## config.mk

```make
export PLATFORM = sky130hd
export DESIGN_NAME = multi_lane_block_sync
export DESIGN_NICKNAME = d
export VERILOG_FILES = /design/src/rtl/multi_lane_block_sync.sv
export SDC_FILE = /design/constraint.sdc
export NUM_CORES = 1
export LEC_CHECK = 0
export BUFFER_PORTS_ARGS = -buffer_cell sky130_fd_sc_hd__buf_2
export CORE_MARGIN = 1
export CORE_UTILIZATION = 57
export CTS_CLUSTER_DIAMETER = 200
export DETAILED_ROUTE_END_ITERATION = 10
export PLACE_DENSITY = 0.74
export SYNTH_ARGS = -nofsm -noshare
export SYNTH_HDL_FRONTEND = slang
export SYNTH_SLANG_ARGS = --single-unit
```

## constraint.sdc

```tcl
create_clock -name clk -period 4.4 [get_ports clk]
set_input_delay 0.66 -clock clk [delete_from_list [all_inputs] [get_ports clk]]
set_output_delay 0.66 -clock clk [all_outputs]
set_load 0.005 [all_outputs]
```

## src/rtl/multi_lane_block_sync.sv

```systemverilog
// Per-lane 64b/66b sync-header lock engines; decisions register one cycle after the valid block, all_locked one later.
// No backpressure: a lane advances only on sync_valid and holds all state on gearbox stalls.
module multi_lane_block_sync #(
   parameter int NUM_LANES    = 4,
   parameter int LOCK_COUNT   = 64,
   parameter int TEST_BAD_MAX = 2,
   parameter int WINDOW       = 64,
   parameter int LOCK_BAD_MAX = 16,
   parameter int SLIP_WAIT    = 4
) (
   input  logic                   clk,
   input  logic                   reset,
   input  logic [2*NUM_LANES-1:0] sync_bits,
   input  logic [NUM_LANES-1:0]   sync_valid,
   output logic [NUM_LANES-1:0]   bitslip,
   output logic [NUM_LANES-1:0]   block_locked,
   output logic                   all_locked
);

   localparam logic [1:0] ST_LOS       = 2'd0;
   localparam logic [1:0] ST_SLIP_HOLD = 2'd1;
   localparam logic [1:0] ST_TEST      = 2'd2;
   localparam logic [1:0] ST_LOCKED    = 2'd3;

   localparam int BAD_MAX = (TEST_BAD_MAX > LOCK_BAD_MAX) ? TEST_BAD_MAX : LOCK_BAD_MAX;
   localparam int GW      = $clog2(LOCK_COUNT + 1);
   localparam int BW      = $clog2(BAD_MAX + 1);
   localparam int WNW     = $clog2(WINDOW + 1);
   localparam int SW      = (SLIP_WAIT > 0) ? $clog2(SLIP_WAIT + 1) : 1;

   genvar i;
   generate
      for (i = 0; i < NUM_LANES; i++) begin : g_lane
         logic [1:0]     state, state_nx;
         logic [GW-1:0]  good_cnt, good_nx, good_inc;
         logic [BW-1:0]  bad_cnt, bad_nx, bad_inc;
         logic [WNW-1:0] win_cnt, win_nx, win_inc;
         logic [SW-1:0]  wait_cnt, wait_nx;
         logic           good, slip_nx, slip_q, lock_q;

         assign good     = sync_bits[2*i+1] ^ sync_bits[2*i];
         assign good_inc = good_cnt + GW'(good);
         assign bad_inc  = bad_cnt + BW'(!good);
         assign win_inc  = win_cnt + WNW'(1);

         always_comb begin
            state_nx = state;
            good_nx  = good_cnt;
            bad_nx   = bad_cnt;
            win_nx   = win_cnt;
            wait_nx  = wait_cnt;
            slip_nx  = 1'b0;
            if (sync_valid[i]) begin
               case (state)
                  ST_LOS: begin
                     good_nx = '0;
                     bad_nx  = '0;
                     win_nx  = '0;
                     if (good) begin
                        state_nx = ST_TEST;
                     end else begin
                        state_nx = ST_SLIP_HOLD;
                        slip_nx  = 1'b1;
                        wait_nx  = SW'(SLIP_WAIT);
                     end
                  end
                  ST_SLIP_HOLD: begin
                     // A zero load also exits here, on the first valid block.
                     if (32'(wait_cnt) <= 1) begin
                        state_nx = ST_LOS;
                        wait_nx  = '0;
                     end else begin
                        wait_nx = wait_cnt - SW'(1);
                     end
                  end
                  ST_TEST: begin
                     if (32'(bad_inc) >= TEST_BAD_MAX) begin
                        state_nx = ST_SLIP_HOLD;
                        slip_nx  = 1'b1;
                        wait_nx  = SW'(SLIP_WAIT);
                        good_nx  = '0;
                        bad_nx   = '0;
                     end else if (32'(good_inc) + 32'(bad_inc) >= LOCK_COUNT) begin
                        state_nx = ST_LOCKED;
                        good_nx  = '0;
                        bad_nx   = '0;
                        win_nx   = '0;
                     end else begin
                        good_nx = good_inc;
                        bad_nx  = bad_inc;
                     end
                  end
                  default: begin
                     // Loss is checked before window rollover so the last block of a window can still drop lock.
                     if (32'(bad_inc) >= LOCK_BAD_MAX) begin
                        state_nx = ST_LOS;
                        bad_nx   = '0;
                        win_nx   = '0;
                     end else if (32'(win_inc) >= WINDOW) begin
                        bad_nx = '0;
                        win_nx = '0;
                     end else begin
                        bad_nx = bad_inc;
                        win_nx = win_inc;
                     end
                  end
               endcase
            end
         end

         always_ff @(posedge clk or posedge reset) begin
            if (reset) begin
               state    <= ST_LOS;
               good_cnt <= '0;
               bad_cnt  <= '0;
               win_cnt  <= '0;
               wait_cnt <= '0;
               slip_q   <= 1'b0;
               lock_q   <= 1'b0;
            end else begin
               state    <= state_nx;
               good_cnt <= good_nx;
               bad_cnt  <= bad_nx;
               win_cnt  <= win_nx;
               wait_cnt <= wait_nx;
               slip_q   <= slip_nx;
               lock_q   <= (state_nx == ST_LOCKED);
            end
         end

         assign bitslip[i]      = slip_q;
         assign block_locked[i] = lock_q;
      end
   endgenerate

   always_ff @(posedge clk or posedge reset) begin
      if (reset) begin
         all_locked <= 1'b0;
      end else begin
         all_locked <= &block_locked;
      end
   end

endmodule

```

# ---- Word-level counts from Yosys, hierarchy flattened
# Index checks and enable logic that the tools add are counted.
# Widths: inputs -> output; s select.
dict set report word_totals {
  out_inout_bits 9
  word_cells 250
  register_bits 105
  input_bits 14
}
dict set report op_classes {
  eq_ne 28
  n_reduce_logical 33
  muxes 112
  bitwise_logic 8
  addsub 20
  magnitude_cmp 20
}
# operator count
set ops {}
lappend ops {{$mux 7} 24}
lappend ops {{$pmux 7 s3} 4}
lappend ops {{$mux 5} 16}
lappend ops {{$pmux 5 s3} 4}
lappend ops {{$pmux 7 s2} 4}
lappend ops {{$mux 2} 24}
lappend ops {{$mux 3} 12}
lappend ops {{$pmux 3 s3} 4}
lappend ops {{$reduce_and 4->1} 9}
lappend ops {{$add 7x5->8} 4}
lappend ops {{$ge 8x7->1 const B} 4}
lappend ops {{$ne 2x2->1 const B} 16}
lappend ops {{$add 7x1->7} 4}
lappend ops {{$add 7x1->7 const B} 4}
lappend ops {{$ge 7x7->1 const B} 4}
lappend ops {{$pmux 2 s3} 4}
lappend ops {{$add 5x1->5} 4}
lappend ops {{$ge 5x2->1 const B} 4}
lappend ops {{$ge 5x5->1 const B} 4}
lappend ops {{$eq 2x2->1 const B} 8}
lappend ops {{$reduce_and 2->1} 8}
lappend ops {{$le 3x1->1 const B} 4}
lappend ops {{$mux 1} 12}
lappend ops {{$reduce_bool 3->1} 4}
lappend ops {{other kinds (8)} 32}

# ---- Depth between registers and ports, before layout
# Gate-level depths: netlist of run 1.
dict set report depth {
  ltp_word 10
  ltp_mapped 15
}

# ---- Least setup slack after synthesis of run 1
# Ideal clock, no wire load.
dict set report synth_timing {
  kind {input-to-reg}
  from {input port sync_bits[2]}
  to {register g_lane[1].win_cnt[0]}
  slack_ns 0.935
  t_required_ns 4.275
  t_arrival_ns 3.340
  setup_ns 0.125
  stages 13
  path_cell_list {xor2_1 > inv_1 > ha_1 > ha_1 > xor2_1 > ha_1 > nand2_1 > a21boi_1 > a2111oi_2 > mux2i_1 > o21ai_0 > a31o_2 > mux2_2}
}
dict set report synth_between {
  elab_chain_cells 7
}
# item line_no
set synth_rtl {}
lappend synth_rtl {{from (decl)} 13} ;# input logic [2*NUM_LANES-1:0] sync_bits,
lappend synth_rtl {{$xor 1x1->1 *} 41} ;# assign good = sync_bits[2*i+1] ^ sync_bits[2*i];
lappend synth_rtl {{$logic_not 1->1} 43} ;# assign bad_inc = bad_cnt + BW'(!good);
lappend synth_rtl {{$add 5x1->5} 43}
lappend synth_rtl {{$add 7x5->8} 83} ;# end else if (32'(good_inc) + 32'(bad_inc) >= LOCK_COUNT) begin
lappend synth_rtl {{$ge 8x7->1} 83}
lappend synth_rtl {{$ne 2x2->1 (no line)} n/a}
lappend synth_rtl {{$reduce_and 4->1 (no line)} n/a}
lappend synth_rtl {{to (signal assigned)} 124} ;# win_cnt <= win_nx;
lappend synth_rtl {{to (decl)} 37} ;# logic [WNW-1:0] win_cnt, win_nx, win_inc;
# Every way passes the cells marked *; elsewhere a longest branch is shown, timed or not.
# A chain may end at the register's enable or synchronous reset.

# ---- Final worst setup path of run 1
dict set report layout_timing {
  from {input port sync_bits[2]}
  to {register g_lane[1].bad_cnt[0]}
}
dict set report layout_between {
  elab_chain_cells 8
}
# item line_no
set layout_rtl {}
lappend layout_rtl {{$xor 1x1->1 *} 41}
lappend layout_rtl {{$logic_not 1->1} 43}
lappend layout_rtl {{$add 5x1->5} 43}
lappend layout_rtl {{$add 7x5->8} 83}
lappend layout_rtl {{$ge 8x7->1} 83}
lappend layout_rtl {{$mux 5} 83}
lappend layout_rtl {{$mux 5} 77} ;# if (32'(bad_inc) >= TEST_BAD_MAX) begin
lappend layout_rtl {{$pmux 5 s3 *} 54} ;# case (state)
lappend layout_rtl {{to (signal assigned)} 123} ;# bad_cnt <= bad_nx;
lappend layout_rtl {{to (decl)} 36} ;# logic [BW-1:0] bad_cnt, bad_nx, bad_inc;
# Marked as above.

==> results of run 1 <==
==> cell families after synthesis <==
| group | Yosys count | synth area share [%] |
|---|---|---|
| fa+ha+maj | 43 | 8.61 |
| compound gates | 179 | 17.5 |
| xor+xnor | 52 | 6.90 |
| simple gates | 280 | 20.3 |
| buf+inv | 74 | 4.85 |
| flops | 105 | 39.8 |
| mux | 13 | 2.03 |
==> power by group <==
part / leakage [nW] / internal [mW] / switching (mW)
sequential: 1.39 / 1.22 / 0.272
clock: 0.122 / 0.397 / 0.335
combinational: 1.78 / 0.513 / 0.825
==> layer usage <==
metal  share of wire (%)  wire, microns  vias up
met5                   0              0        -
met4                 1.2            160        0
met3                 4.1            531       14
met2                  48           6260      117
met1                  47           6110     2506
li1                    -              -     2605
==> through the flow <==
step | setup WS, ps | total power, mW | instance area, sq um | std cells | util, %
2_1_floorplan | 935 | 2.52 | 6600 | 746 | -
3_5_place_dp | 474 | 2.83 | 6770 | 885 | 61.1
6_report | 756 | 3.56 | 7040 | 900 | 63.5
5_1_grt | 519 | 3.85 | 7040 | 900 | 63.5
3_3_place_gp | 623 | 2.75 | 6770 | 885 | 61.1
4_1_cts | 808 | 3.59 | 7040 | 900 | 63.5
==> placed cells by master, fill, tap and decap left out, types with 3 or more instances in the layout <==
cell,synthesis,routed
a21o_1,9,9
and3_1,6,6
and2_1,22,22
nor2b_1,14,14
ha_1,39,39
nor2_1,47,47
clkbuf_1,15,3
buf_4,9,4
o21a_1,3,3
inv_1,47,46
or3_1,4,4
xor2_1,27,27
clkbuf_16,0,9
nand2b_1,9,9
a21oi_1,31,31
o21bai_1,5,5
nand3_1,41,41
dfrtp_1,105,105
fa_1,4,4
a22o_1,3,3
o2bb2ai_1,6,6
o31ai_1,24,24
a31oi_1,18,18
nand2_1,100,100
a31o_2,5,5
mux2_2,3,3
mux2i_1,10,10
nor3_1,21,21
xnor2_1,25,25
buf_2,1,22
o21ai_0,55,55
==> how the worst max path moves through the flow <==
stage / start / to
after global placement: sync_bits[2] / g_lane[1].bad_cnt[0]
after floorplan: sync_bits[2] / g_lane[1].win_cnt[0]
final: sync_bits[2] / g_lane[1].bad_cnt[0]
after global routing: sync_bits[2] / g_lane[1].bad_cnt[0]
after detailed placement: sync_bits[2] / g_lane[1].bad_cnt[0]
after CTS: sync_bits[2] / g_lane[1].bad_cnt[0]
==> registers in the layout (all words and copies together) (netlist names) <==
signal           cells
all_locked           1
g_lane.bad_cnt      20
g_lane.good_cnt     28
g_lane.lock_q        4
g_lane.slip_q        4
g_lane.state         8
g_lane.wait_cnt     12
g_lane.win_cnt      28
==> final cells by class <==
| cell class | instances | area (sq um) |
|---|---|---|
| Clock buffer | 13 | 250 |
| Clock inverter | 2 | 15.0 |
| Fill cell | 938 | 4040 |
| Inverter | 47 | 179 |
| Multi-Input combinational cell | 567 | 3650 |
| Sequential cell | 105 | 2630 |
| Tap cell | 140 | 175 |
| Timing Repair Buffer | 26 | 140 |
==> critical path: cells and delay by family <==
kind                       cells  cell delay, ps
adders and majority gates      3             740
AOI/OAI and AO/OA              4             920
and+or+nand+nor                2             450
muxes                          1             300
xor gates and xnor gates       2             570
buffers and inverters          2             230
==> results.yml, run 1 <==
run_status:
  status: "finished clean"
yosys:
  ys_seq_elements: 105
  synth_ff_type: "dfrtp_1"
  yosysTopAreaCellShare_pct: 39.8
  synth_area_per_cell_sq_um: 8.85
  yosysMostFrequentCell: "dfrtp_1"
  netlist_area_sq_um: 6600
  synth_edf_count: 0
  seq_area_frac_synth_pct: 39.8
  syn_inst: 746
  yosysWarnings: 0
  synth_top_area_cell: "dfrtp_1"
  synth.area.top_cells: "dfrtp_1 40%, ha_1 7.4%, nand2_1 5.7%, o21ai_0 4.2%, xor2_1 3.6%"
  ys_top_cells_by_count: "105 x dfrtp_1, 100 x nand2_1, 55 x o21ai_0"
  syn_nets: 803
  yosysUniqueCellTypes: 61
  ys_async_sr_fraction_pct: 100
sta:
  tns_ps: 0
  setup_violations: 0
  fin_crit_ps: 3640
  slew_headroom_pct: 31.5
  drv_slew: 0
  hold_viol_final: 0
  tightest_slew_ps: 1030
  min_period_over_period_pct: 82.8
  whs_ps: 488
  skew_ps: 5.53
  grt_setup_unrepaired: "no"
  fmax_mhz: 274
power:
  powerDensity_nw_per_um2: 506
  p_leak_nw: 3.29
  vdd_ir_drop_max_v: 0.000377
clocking:
  cts_resized: 0
  cts_sinks: 105
  cts_buffer_depth: 2
  root_buffer: "clkbuf_16"
  clk_pin_slew_ps: 60
  cts_tree: "yes"
  clk_latency_ps: 340
  numCtsBuffers: 9
  cts_hold_buf: 0
  post_cts_buffers: 0
  h-tree-depth: 3
flow_run:
  cap_violations: 0
worst_setup_path:
  worstSetupPathType: "in2reg"
  r2r_cells: 11
  critical_path.endpoint_type: "register"
  cp_slowest_stage_delay_ps: 370
  r2r_slack_ps: 1180
  rr_startpoint: "g_lane[1].bad_cnt[0]"
  reg2reg_to: "g_lane[1].bad_cnt[0]"
  cp_common_cell: "ha_1"
  cp-start-kind: "input port"
  cp_cell_sequence: "buf_2 -> xor2_1 -> inv_1 -> ha_1 -> ha_1 -> xor2_1 -> ha_1 -> nand2_1 -> a21boi_1 -> a2111oi_2 -> mux2i_1 -> or3_1 -> o21ai_0 -> a31o_2"
  critPathRequiredTime_ps: 4630
  crit_slowest_cell: "a2111oi_2"
  crit_arrival_ps: 3880
  cp_max_fo: 10
floorplan:
  die_area_sq_um: 12000
  start_util_pct: 59.6
  ios: 23
  die_y_microns: 110
  die_x_microns: 110
  coreArea_sq_um: 11100
  placementRows: 38
route:
  ant_nets: 0
  vias: 5242
  drcViolationCount: 0
  wl_per_cell_microns: 14.5
  drt_iter0_drc: 337
  viasPerCell: 5.82
  drt_wl_total_microns: 13100
  dr.pass1.iters: 5
global_routing:
  grt_use_met2_pct: 40.0
  use_met1_pct: 30.5
  antenna_found_initial: 0
  grt_pass1_wl_microns: 22400
  track_usage_pct: 23.7
  grt_start_max_net_pins: 86
  grt_busiest_layer: "met2"
  overflow: 0
  grt_use_met3_pct: 5.87
  grt_pass1_vias: 5104
worst_hold_path:
  hold_path_depth: 2
  hp-start: "g_lane[0].wait_cnt[1]"
  holdPathEnd: "g_lane[0].wait_cnt[1]"
  min_path_type: "reg2reg"
placement:
  gp_congestion: 0.839
  hpwl_microns: 9490
  io_buffers: 22
finish:
  syn_to_final_growth_pct: 6.66
  nets: 813
  n_antenna_cell: 0
  drive_gt1_share_pct: 7.24
(Power assumes the default switching activity.)
==> inputs of run 2 (changes only) <==
--- a/config.mk
+++ b/config.mk
@@ -5,6 +5,7 @@
 export SDC_FILE = /design/constraint.sdc
 export NUM_CORES = 1
 export LEC_CHECK = 0
+export ABC_AREA = 1
 export BUFFER_PORTS_ARGS = -buffer_cell sky130_fd_sc_hd__buf_2
 export CORE_MARGIN = 1
 export CORE_UTILIZATION = 57
==> constraint.sdc (replaced) <==
create_clock -name clk -period 3.45 [get_ports clk]
set_input_delay 0.5175 -clock clk [delete_from_list [all_inputs] [get_ports clk]]
set_output_delay 0.5175 -clock clk [all_outputs]
set_load 0.005 [all_outputs]
==> run 2 against run 1 <==
The flow now finishes with violations (design-rule violations). Sequential share of layout area shrank 1.4 points. Count of clock-buffer cells in the layout shrank 3. Sequential cell count is the same. Area after synthesis grew 2.9%. Design area grew 4.0%. Combinational power grew 53%. First-iteration DRC count grew 34%. Largest power group is now combinational logic. Non-clock buffer count is the same. Via count grew 6.0%. Routed wire length grew 0.62%. Clock skew shrank 0.94 ps.
==> results.yml, run 2 <==
power:
  total_power_mw: 4.99
  p_leak_nw: 3.85
  powerDensity_nw_per_um2: 681
  vdd_ir_drop_max_v: 0.000418
route:
  vias: 5559
  drt_wl_total_microns: 13100
  viasPerCell: 5.23
  dr.pass1.iters: 8
  ant_nets: 0
  drt_iter0_drc: 450
  drcViolationCount: 6
  wl_per_cell_microns: 12.4
worst_setup_path:
  critPathBufInv: 4
  crit_arrival_ps: 3090
  critical_path.endpoint_type: "register"
  critPathRequiredTime_ps: 3670
  cp_cell_sequence: "buf_2 -> xor2_1 -> inv_1 -> ha_1 -> ha_1 -> xnor2_1 -> inv_1 -> ha_1 -> a21oi_1 -> o21ai_0 -> nand2_1 -> nand3_1 -> nand2_1 -> nand3_2 -> nand2_1 -> inv_1 -> nand3_1 -> o21ai_0"
  cp-start-kind: "input port"
  r2r_slack_ps: 770
  worstSetupPathType: "in2reg"
  cp_max_fo: 13
  cp_slowest_stage_delay_ps: 300
  crit_slowest_cell: "xor2_1"
  cpLargestDelayFamily: "adder cells"
yosys:
  synth_ff_type: "dfrtp_1"
  netlist_area_sq_um: 6790
  ys_seq_elements: 105
  syn_inst: 894
  syn_nets: 951
  synth_area_per_cell_sq_um: 7.59
  seq_area_frac_synth_pct: 38.7
  yosysTopAreaCellShare_pct: 38.7
  synth_top_area_cell: "dfrtp_1"
  yosysWarnings: 0
  yosysUniqueCellTypes: 39
  synth.area.top_cells: "dfrtp_1 39%, nand2_1 11%, inv_1 8.1%, ha_1 7.2%, nand3_1 5.9%"
  ys_top_cells_by_count: "201 x nand2_1, 147 x inv_1, 105 x dfrtp_1"
  ys_async_sr_fraction_pct: 100
  yosysMostFrequentCell: "nand2_1"
  synth_edf_count: 0
finish:
  layout_commonest_cell: "nand2_1"
  reg_top3: "g_lane.good_cnt: 28 flops, g_lane.win_cnt: 28 flops, g_lane.bad_cnt: 20 flops"
  nets: 973
  fin_util_pct: 63.6
  final.fill_count: 1033
  n_antenna_cell: 0
  drive_gt1_share_pct: 7.07
  final_cell_mix: "201 x nand2_1, 146 x inv_1, 105 x dfrtp_1"
  syn_to_final_growth_pct: 7.83
clocking:
  root_buffer: "clkbuf_16"
  h-tree-depth: 3
  cts_sinks: 105
  clk_pin_slew_ps: 70
  cts_buffer_depth: 2
  cts_resized: 0
  cts_hold_buf: 0
  numCtsBuffers: 9
  clk_latency_ps: 350
  cts_tree: "yes"
  post_cts_buffers: 0
sta:
  hold_viol_final: 0
  tns_ps: 0
  slew_headroom_pct: 49.2
  grt_setup_unrepaired: "no"
  whs_ps: 301
  drv_slew: 0
  skew_ps: 4.60
  fin_ws_ps: 584
  fmax_mhz: 349
  min_period_over_period_pct: 83.1
  setup_violations: 0
  tightest_slew_ps: 761
  fin_crit_ps: 2870
placement:
  io_buffers: 22
  hpwl_microns: 9740
  gp_congestion: 0.839
  place_worst_setup_slack_ps: 234
floorplan:
  die_y_microns: 111
  die_x_microns: 111
  start_util_pct: 58.9
  coreArea_sq_um: 11500
  die_area_sq_um: 12300
  ios: 23
  placementRows: 39
global_routing:
  grt_pass1_wl_microns: 23500
  overflow: 0
  antenna_found_initial: 0
  grt_start_max_net_pins: 61
  grt_pass1_vias: 5228
  track_usage_pct: 23.3
run_status:
  violations: "design-rule violations"
  status: "complete, but fails checks"
flow_run:
  cap_violations: 0
worst_hold_path:
  min_path_type: "in2async"
run 2: metal layers:
metal	share of wire, %	vias to the layer above	GRT usage, %
met5	0	-	0
met4	1.1	0	5.68
met3	2.9	14	4.87
met2	46	68	37.8
met1	50	2571	32.0
li1	-	2906	-
run 2: logic make-up after synthesis:
group                    synth area share (%)
AND/OR/NAND/NOR                          27.0
buffers and inverters                    9.90
AO/OA/AOI/OAI                            9.44
flip-flops                               38.7
XOR/XNOR                                 6.56
adder cells (fa/ha/maj)                  8.37
run 2: metrics by stage:
step / cell area [sq um] / std cells
final: 7320 / 1063
after global routing: 7320 / 1063
after global placement: 7000 / 1048
after floorplan: 6790 / 894
after detailed placement: 7000 / 1048
after CTS: 7320 / 1063
run 2: cell type report:
class | count | area [sq um] | share of cell area, %
Multi-Input combinational cell | 627 | 3490 | 47.7
Clock buffer | 10 | 239 | 3.26
Clock inverter | 5 | 78.8 | 1.08
Sequential cell | 105 | 2630 | 35.9
Timing Repair Buffer | 26 | 153 | 2.09
Inverter | 147 | 554 | 7.57
Tap cell | 143 | 179 | 2.44
run 2: worst paths after layout:
kind                                       start                    end  depth (start not counted)
max                                 sync_bits[0]   g_lane[0].win_cnt[0]                         18
min                                        reset  g_lane[3].good_cnt[3]                          2
max reg2reg                g_lane[3].good_cnt[0]   g_lane[3].win_cnt[0]                         16
min reg2reg                 g_lane[2].win_cnt[4]   g_lane[2].win_cnt[4]                          2
max in group asynchronous                  reset  g_lane[0].good_cnt[4]                          3
min in group clk                   sync_valid[0]     g_lane[0].state[1]                          2
run 2: worst reg2reg max path, cell delays in order (launching register included):
cell	delay (ps)
dfrtp_1	390
ha_1	280
ha_1	280
nand2_1	100
inv_1	70
nor2_1	130
ha_1	250
a21oi_1	170
o21ai_0	130
nand3_1	100
nand2_1	50
inv_1	90
nand3_1	80
nand2_1	100
inv_1	160
nand3_1	110
o21ai_1	70
run 2: power by group:
group	internal (mW)	switching [mW]
registers	1.55	0.280
logic	0.716	1.34
clock network	0.652	0.455
total	2.91	2.07
==> inputs of run 3 (changes only) <==
==> constraint.sdc (replaced) <==
create_clock -name clk -period 2.75 [get_ports clk]
set_input_delay 0.4125 -clock clk [delete_from_list [all_inputs] [get_ports clk]]
set_output_delay 0.4125 -clock clk [all_outputs]
set_load 0.005 [all_outputs]
==> run 3 against run 2 <==
The run still ends with design-rule violations left. Worst hold slack worse by 130 ps. Clock skew is 3.7 ps higher. Worst setup slack worse by 420 ps. Clock power increased by 28%. Power increased by 35%. Count of clock-buffer cells in the layout is 1 higher. Sequential power is 26% higher. First-iteration DRC count decreased by 38%. Sequential share of layout area fell by 2.7 points. Critical endpoint unchanged.
==> results.yml, run 3 (same netlist as run 2, synthesis figures left out) <==
run_status:
  status: "complete, but fails checks"
  violations: "design-rule violations"
worst_setup_path:
  crit_arrival_ps: 2850
  worstSetupEndpoint: "g_lane[0].win_cnt[0]"
  cp-start-kind: "input port"
  critPathRequiredTime_ps: 3020
  crit_slowest_cell: "xnor2_1"
  critical_path.endpoint_type: "register"
  worstSetupPathDepth: 20
  rr_startpoint: "g_lane[0].bad_cnt[0]"
  cp_slowest_stage_delay_ps: 250
  cp_cell_sequence: "buf_2 -> xor2_2 -> buf_4 -> ha_1 -> ha_1 -> buf_4 -> xnor2_1 -> nand2_1 -> nand2_1 -> nor2_1 -> nand2_1 -> nand2_1 -> nand2_1 -> nand2_1 -> nand2_1 -> nand3_2 -> nand2_2 -> clkinvlp_4 -> buf_4 -> o21ai_0"
  cp_max_fo: 6
  r2r_cells: 15
  setup.worst_path.start: "sync_bits[0]"
  cp_common_cell: "nand2_1"
  critPathBufInv: 5
  worstSetupPathType: "in2reg"
  cpLargestDelayFamily: "buffers and inverters"
  r2r_slack_ps: 200
  reg2reg_to: "g_lane[0].win_cnt[0]"
clocking:
  numCtsBuffers: 9
  cts_tree: "yes"
  cts_sinks: 105
  cts_hold_buf: 0
  h-tree-depth: 3
  clk_pin_slew_ps: 70
  cts_buffer_depth: 2
  clk_latency_ps: 350
  root_buffer: "clkbuf_16"
sta:
  hold_viol_final: 0
  drv_slew: 0
  fin_ws_ps: 165
  min_period_over_period_pct: 94.0
  fin_crit_ps: 2590
  tns_ps: 0
  skew_ps: 8.30
  tightest_slew_ps: 709
  setup_violations: 0
  slew_headroom_pct: 52.6
  fmax_mhz: 387
global_routing:
  grt_start_max_net_pins: 47
  antenna_found_initial: 0
  grt_pass1_vias: 5654
  grt_pass1_wl_microns: 24500
  track_usage_pct: 24.2
  overflow: 0
route:
  drt_wl_total_microns: 13900
  wl_per_cell_microns: 12.3
  drcViolationCount: 6
  ant_nets: 0
  viasPerCell: 5.16
  dr.pass1.iters: 8
  vias: 5821
  drt_iter0_drc: 278
floorplan:
  placementRows: 39
  die_x_microns: 111
  die_y_microns: 111
  ios: 23
  coreArea_sq_um: 11500
  start_util_pct: 58.9
  die_area_sq_um: 12300
finish:
  syn_to_final_growth_pct: 16.6
  layout_commonest_cell: "nand2_1"
  stdcell_area_sq_um: 7910
  reg_top3: "g_lane.good_cnt: 28 flops, g_lane.win_cnt: 28 flops, g_lane.bad_cnt: 20 flops"
  nets: 1038
  final_cell_mix: "198 x nand2_1, 145 x inv_1, 105 x dfrtp_1"
  finalNonFillerCells: 1129
  n_antenna_cell: 0
  drive_gt1_share_pct: 14.3
placement:
  gp_congestion: 0.829
  place_inst: 1109
  hpwl_microns: 10500
  place_area_sq_um: 7500
  place_worst_setup_slack_ps: -191
  io_buffers: 22
power:
  internal_power_mw: 4.02
  switchingPower_mw: 2.72
  powerDensity_nw_per_um2: 852
  p_leak_nw: 4.17
  switching_share_pct: 40.4
  pwr-share-seq_pct: 34.2
  power.share.clock_pct: 21.0
  vdd_ir_drop_max_v: 0.000665
  power_frac_comb_pct: 44.8
worst_hold_path:
  min_path_type: "in2async"
flow_run:
  cap_violations: 0
-- run 3: cell types whose count changed in the layout (fill, tap and decap cells not counted), moves of 2 or more --
| cell | before | now |
|---|---|---|
| nand2_2 | 6 | 9 |
| clkinv_2 | 2 | 0 |
| clkinvlp_4 | 0 | 2 |
| buf_4 | 3 | 65 |
| buf_12 | 1 | 4 |
| xor2_1 | 44 | 41 |
| xnor2_1 | 5 | 3 |
| nand2_1 | 201 | 198 |
| xnor2_2 | 0 | 2 |
| xor2_2 | 1 | 4 |
-- run 3: area by class of cell --
cell class	instances	area, sq um
multi-input combinational	627	3540
sequential	105	2630
timing repair buffer	91	678
clock buffer	11	243
inverter	147	559
fill	997	3600
tap	143	179
clock inverter	5	86.3
-- run 3: worst min-delay path by stage --
stage	endpoint	depth (start not counted)	slack (ps)	startpoint
5_1_grt	g_lane[2].bad_cnt[4]	2	220	reset
3_3_place_gp	g_lane[2].win_cnt[4]	2	480	g_lane[2].win_cnt[4]
6_report	g_lane[2].wait_cnt[2]	2	170	reset
2_1_floorplan	g_lane[2].win_cnt[4]	2	450	g_lane[2].win_cnt[4]
3_5_place_dp	g_lane[2].win_cnt[4]	2	480	g_lane[2].win_cnt[4]
4_1_cts	g_lane[0].bad_cnt[0]	2	190	reset
-- run 3: routing by layer --
layer  vias up  track usage, %  wire, microns  share of wire (%)
met2        94            41.3           6620                 48
li1       3034               -              -                  -
met4         0            5.68            125               0.90
met5         -               0              0                  0
met3         6            5.14            488                3.5
met1      2687            31.6           6680                 48
-- run 3: power groups by stage --
stage	registers [mW]	clock network (mW)	logic, mW
3_5_place_dp	2.32	0	2.92
6_report	2.30	1.42	3.02
4_1_cts	2.29	1.45	2.95
3_3_place_gp	2.32	0	2.85
2_1_floorplan	2.20	0	2.15
5_1_grt	2.36	1.50	3.47
-- run 3: timing repair --
action	in CTS	in global routing
hold endpoints to repair	0	0
gates resized for setup	0	14
endpoints found under the setup margin	0	27
buffers inserted	0	4
-- run 3: per-stage QoR --
stage / hold WS, ps / utilization [%] / power (mW)
floorplan: 455 / - / 4.35
global placement: 476 / 65.1 / 5.16
detailed placement: 479 / 65.1 / 5.24
CTS: 190 / 68.0 / 6.70
global route: 223 / 68.7 / 7.32
finish: 170 / 68.7 / 6.74
